[src/rtl/key_pkg.sv]
// Shared definitions for key debouncing: FSM state encoding, default timing
// constants and a counter-width helper.
package key_pkg;

   typedef enum logic [1:0] {
      IDLE       = 2'd0,
      PRESS_DB   = 2'd1,
      DOWN       = 2'd2,
      RELEASE_DB = 2'd3
   } key_state_e;

   // 20 ms debounce window and 1 s long-press threshold at 50 MHz, minus one.
   localparam int unsigned CNT_MAX_DEF  = 999_999;
   localparam int unsigned LONG_MAX_DEF = 49_999_999;

   function automatic int unsigned cnt_width(input int unsigned max_val);
      return (max_val < 1) ? 1 : $clog2(max_val + 1);
   endfunction

endpackage

[src/rtl/sync_2ff.sv]
// Two-flop synchronizer for a single asynchronous level; reset value is
// configurable so idle-high and idle-low inputs both start in their rest state.
module sync_2ff #(
   parameter bit RST_VAL = 1'b1
) (
   input  logic sys_clk,
   input  logic sys_rst_n,
   input  logic din,
   output logic dout
);

   logic meta_q, meta_d;
   logic sync_q, sync_d;

   always_comb begin
      meta_d = din;
      sync_d = meta_q;
   end

   always_ff @(posedge sys_clk or negedge sys_rst_n) begin
      if (!sys_rst_n) begin
         meta_q <= RST_VAL;
         sync_q <= RST_VAL;
      end else begin
         meta_q <= meta_d;
         sync_q <= sync_d;
      end
   end

   assign dout = sync_q;

endmodule

[src/rtl/key_debounce.sv]
// Debounces an active-low mechanical key into a clean level plus one-cycle
// press, release and long-press pulses.
module key_debounce
   import key_pkg::*;
#(
   parameter int unsigned CNT_MAX  = CNT_MAX_DEF,
   parameter int unsigned LONG_MAX = LONG_MAX_DEF
) (
   input  logic sys_clk,
   input  logic sys_rst_n,
   input  logic key_in,
   output logic key_filter,
   output logic key_press,
   output logic key_release,
   output logic key_long
);

   localparam int unsigned CNT_W  = cnt_width(CNT_MAX);
   localparam int unsigned LONG_W = cnt_width(LONG_MAX);
   localparam logic [CNT_W-1:0]  CNT_LAST  = CNT_W'(CNT_MAX);
   localparam logic [LONG_W-1:0] LONG_LAST = LONG_W'(LONG_MAX);

   logic key_s;

   key_state_e        state_q, state_d;
   logic [CNT_W-1:0]  cnt_q, cnt_d;
   logic [LONG_W-1:0] long_q, long_d;
   logic              fired_q, fired_d;
   logic              key_filter_q, key_filter_d;
   logic              key_press_q, key_press_d;
   logic              key_release_q, key_release_d;
   logic              key_long_q, key_long_d;

   sync_2ff #(
      .RST_VAL (1'b1)
   ) u_sync (
      .sys_clk   (sys_clk),
      .sys_rst_n (sys_rst_n),
      .din       (key_in),
      .dout      (key_s)
   );

   always_comb begin
      state_d       = state_q;
      cnt_d         = cnt_q;
      long_d        = long_q;
      fired_d       = fired_q;
      key_filter_d  = key_filter_q;
      key_press_d   = 1'b0;
      key_release_d = 1'b0;
      key_long_d    = 1'b0;

      case (state_q)
         IDLE: begin
            if (!key_s) begin
               state_d = PRESS_DB;
               cnt_d   = '0;
            end
         end

         PRESS_DB: begin
            if (key_s) begin
               state_d = IDLE;
               cnt_d   = '0;
            end else if (cnt_q == CNT_LAST) begin
               state_d      = DOWN;
               key_filter_d = 1'b0;
               key_press_d  = 1'b1;
               long_d       = '0;
               fired_d      = 1'b0;
            end else begin
               cnt_d = cnt_q + CNT_W'(1);
            end
         end

         // Long counter saturates; the fired flag keeps key_long to one pulse
         // per press even across aborted release windows.
         DOWN: begin
            if (key_s) begin
               state_d = RELEASE_DB;
               cnt_d   = '0;
            end else if (long_q != LONG_LAST) begin
               long_d = long_q + LONG_W'(1);
            end else if (!fired_q) begin
               key_long_d = 1'b1;
               fired_d    = 1'b1;
            end
         end

         RELEASE_DB: begin
            if (!key_s) begin
               state_d = DOWN;
            end else if (cnt_q == CNT_LAST) begin
               state_d       = IDLE;
               key_filter_d  = 1'b1;
               key_release_d = 1'b1;
            end else begin
               cnt_d = cnt_q + CNT_W'(1);
            end
         end

         default: begin
            state_d = IDLE;
            cnt_d   = '0;
         end
      endcase
   end

   always_ff @(posedge sys_clk or negedge sys_rst_n) begin
      if (!sys_rst_n) begin
         state_q       <= IDLE;
         cnt_q         <= '0;
         long_q        <= '0;
         fired_q       <= 1'b0;
         key_filter_q  <= 1'b1;
         key_press_q   <= 1'b0;
         key_release_q <= 1'b0;
         key_long_q    <= 1'b0;
      end else begin
         state_q       <= state_d;
         cnt_q         <= cnt_d;
         long_q        <= long_d;
         fired_q       <= fired_d;
         key_filter_q  <= key_filter_d;
         key_press_q   <= key_press_d;
         key_release_q <= key_release_d;
         key_long_q    <= key_long_d;
      end
   end

   assign key_filter  = key_filter_q;
   assign key_press   = key_press_q;
   assign key_release = key_release_q;
   assign key_long    = key_long_q;

endmodule

[config.mk]
export PLATFORM = sky130hd
export DESIGN_NAME = key_debounce
export DESIGN_NICKNAME = d
export VERILOG_FILES = /design/src/rtl/key_pkg.sv /design/src/rtl/sync_2ff.sv /design/src/rtl/key_debounce.sv
export SDC_FILE = /design/constraint.sdc
export NUM_CORES = 1
export LEC_CHECK = 0
export BUFFER_PORTS_ARGS = -buffer_cell sky130_fd_sc_hd__buf_2
export CAP_MARGIN = 20
export CORE_MARGIN = 2
export CORE_UTILIZATION = 55
export DETAILED_ROUTE_END_ITERATION = 12
export PLACE_DENSITY = 0.73
export SLEW_MARGIN = 20
export SYNTH_ARGS = -nofsm -noshare
export SYNTH_HDL_FRONTEND = slang
export SYNTH_SLANG_ARGS = --single-unit
[constraint.sdc]
create_clock -name sys_clk -period 2.1 [get_ports sys_clk]
set_input_delay 0.105 -clock sys_clk [delete_from_list [all_inputs] [get_ports sys_clk]]
set_output_delay 0.105 -clock sys_clk [all_outputs]
set_load 0.03 [all_outputs]
==> metrics.cfg <==
[clock_tree]
cts_tree=yes
clockRootBuffer=clkbuf_8
cts_sinks=55
insertion_delay_ns=0.31
htree_levels=2
cts_max_path_buffers=2
cts_buffers=5
clk_pin_slew_worst_paths_ns=0.10

[timing]
slew_violations=0
min_period_ns=1.99
finalCritPeriodShare=0.946
rsz0062_at_grt=no
setup_viol=0
hold_viol_final=0
setup_ws_ns=0.114
max-slew-margin-rel=0.723
fin_skew_ns=0.00628
worstMarginPinSlew_ns=0.411
clock.fmax_ghz=0.504
tns_ns=0

[status]
status=finished, final reports clean

[worst_hold_path]
min_path_type=input port to asynchronous set/reset pin

[route]
routed_wl_um=6130
drt-wirelength-per-cell_um=15.0
drt_iter0_drc=121
route.vias.total=2424
ant_nets=0
routed_via_density=5.94
remaining_drc_errors=0
dr.pass1.iters=4

[worst_setup_path]
start_kind=register
path_delay_family=simple AND/OR/NAND/NOR gates
slowest_stage=or4_4
critPathBufInv=2
worstPathCellList=or4_4, nor4_4, nand4_2, inv_2, buf_4, nor2_1
max_stage_delay_ns=0.54
critPathKind=register to register
required_ns=2.30
cp_data_arrival_time_ns=2.18
crit_path_end_kind=register
critPathMaxFanout=24

[die]
fp.dieH_um=77.1
ios=7
start_util=0.572
die_width_um=77.1
coreArea_um2=5140
die-area_um2=5950
rows=26

[finish]
nNetsFinal=342
drive_gt1_frac=0.163
multiInputGateArea_um2=1520
diodes=0
seqCellArea_um2=1380
n_fill_cell=463
area_growth_pct=12.9
fin_util=0.646

[logic_synthesis]
synth_area_leaders=dfrtp_1 (44%), xnor2_1 (5.7%), nor2_1 (4.6%), nand2_1 (3.8%), nand3_1 (2.9%)
synthDistinctLibCells=50
yosysWarnings=0
synth_fp_nets=316
synth_seq_cells=55
synth_top_area_share=0.443
synth.largest_area_cell=dfrtp_1
synthFlopType=dfrtp_1
syn_avg_cell_area_um2=9.45
syn_area_um2=2940
ys_seq_area_frac=0.469
ys_async_sr_fraction=1.00
syn_inst=311
synth_edf_count=0

[flow_run]
maxCapViolations=0

[placed_design]
pre_cts_slack_ns=0.0605
dp_hpwl_um=4340
io_buffer_count=6
gp_congestion=0.852

[grt]
grt-ovfl-total=0
grt_max_degree=31
antenna_found_initial=0
grt_pass1_vias=2370
grt_pass1_wl_um=10900
grt_use_total=0.226

[pwr]
p_per_area_nw_per_um2=537
power.leakage_uw=0.00142
power.total_uw=1780
ir_drop_mv=0.344

[report_power, final]
part	total, µW	internal (µW)	switching, µW
combinational	98.9	34.3	64.6
clock	597	236	361
sequential	1090	1070	12.6
total	1780	1340	438
[stage by stage]
| step | hold slack [ns] | std cells | area, µm² |
|---|---|---|---|
| 2_1_floorplan | -0.191 | 311 | 2940 |
| 3_3_place_gp | -0.0665 | 397 | 3180 |
| 3_5_place_dp | -0.0641 | 397 | 3180 |
| 4_1_cts | 0.126 | 407 | 3290 |
| 5_1_grt | 0.144 | 408 | 3320 |
| 6_report | 0.127 | 408 | 3320 |
[cell families after synthesis]
family                     after synthesis  synth area share
AOI/OAI and AO/OA                       41            0.0902
xor gates and xnor gates                27            0.0804
adders and majority gates                2           0.00851
buffers and inverters                   17            0.0230
DFF                                     55             0.469
muxes                                    4            0.0145
and+or+nand+nor                        165             0.314
[cell type report]
cell class,count,area share
Multi-Input combinational cell,239,0.459
Sequential cell,55,0.416
Timing Repair Buffer,31,0.0671
Tap cell,70,0.0264
Clock buffer,5,0.0207
Clock inverter,3,0.00565
Inverter,5,0.00565
[layout by cell type, fill, tap and decap left out, drive strengths merged, types with 3 or more instances in the layout]
master	netlist	layout
nand2b	3	3
nor3	13	13
nor3b	4	4
buf	4	29
nor4b	6	6
xnor2	19	19
a211oi	6	6
and2	4	4
and4	8	8
nor4	8	8
nand3	17	17
clkbuf	8	5
a21oi	12	12
nand2	30	30
dfrtp	52	52
nor2	36	36
nand4	13	13
o21ai	10	10
xor2	8	8
inv	5	6
dfstp	3	3
or3	9	9
[synthesized netlist by cell type (2+ instances only)]
library cell and number:
nand3_1 17, inv_1 4, and3_1 2, nand4_1 12
dfstp_2 3, nor3b_1 4, ha_1 2, nor4_1 7
or4_1 2, and2_1 4, nand3b_1 2, xnor2_1 19
or3b_2 2, mux2i_1 2, clkbuf_1 8, dfrtp_1 52
and4_1 8, a21o_1 2, nor2_1 36, xor2_1 8
buf_2 3, nand2_1 30, nand2b_1 3, or3_1 9
nor4b_1 6, a21oi_1 12, mux2_1 2, o31ai_1 2
o311ai_0 2, a211oi_1 6, o21ai_0 9, nor3_1 13
[final timing paths]
| check | startpoint | endpoint | slack [ns] | cells after the start |
|---|---|---|---|---|
| hold / removal | sys_rst_n | long_q[14]$_DFFE_PN0P_ | 0.13 | 2 |
| max in group asynchronous | sys_rst_n | u_sync.dout$_DFF_PN1_ | 1.34 | 3 |
| setup / recovery | cnt_q[10]$_DFFE_PN0P_ | long_q[13]$_DFFE_PN0P_ | 0.11 | 6 |
| setup reg to reg | cnt_q[10]$_DFFE_PN0P_ | long_q[13]$_DFFE_PN0P_ | 0.11 | 6 |
| hold reg to reg | u_sync.meta_q$_DFF_PN1_ | u_sync.dout$_DFF_PN1_ | 0.36 | 0 |
| min in group sys_clk | u_sync.meta_q$_DFF_PN1_ | u_sync.dout$_DFF_PN1_ | 0.36 | 0 |
[layer usage]
metal	wire (µm)	part of all wire	GRT usage
met5	0	0	0
met4	63	0.010	0.0518
met3	257	0.042	0.0412
met2	2730	0.44	0.349
met1	3080	0.50	0.334
[registers in the layout, summed over array words and instances, names as in the netlist, named ones only]
| name | count |
|---|---|
| cnt_q | 20 |
| fired_q | 1 |
| key_filter | 1 |
| key_long | 1 |
| key_press | 1 |
| key_release | 1 |
| long_q | 26 |
| state_q | 1 |
| u_sync.dout | 1 |
| u_sync.meta_q | 1 |
[timing repair]
action	CTS	global route
endpoints found under the setup margin	0	11
setup buffers	0	1
resized for setup	0	5
hold buffers	2	0
hold endpoints to repair	53	0
No activity file was read; power rests on OpenSTA's default activity.
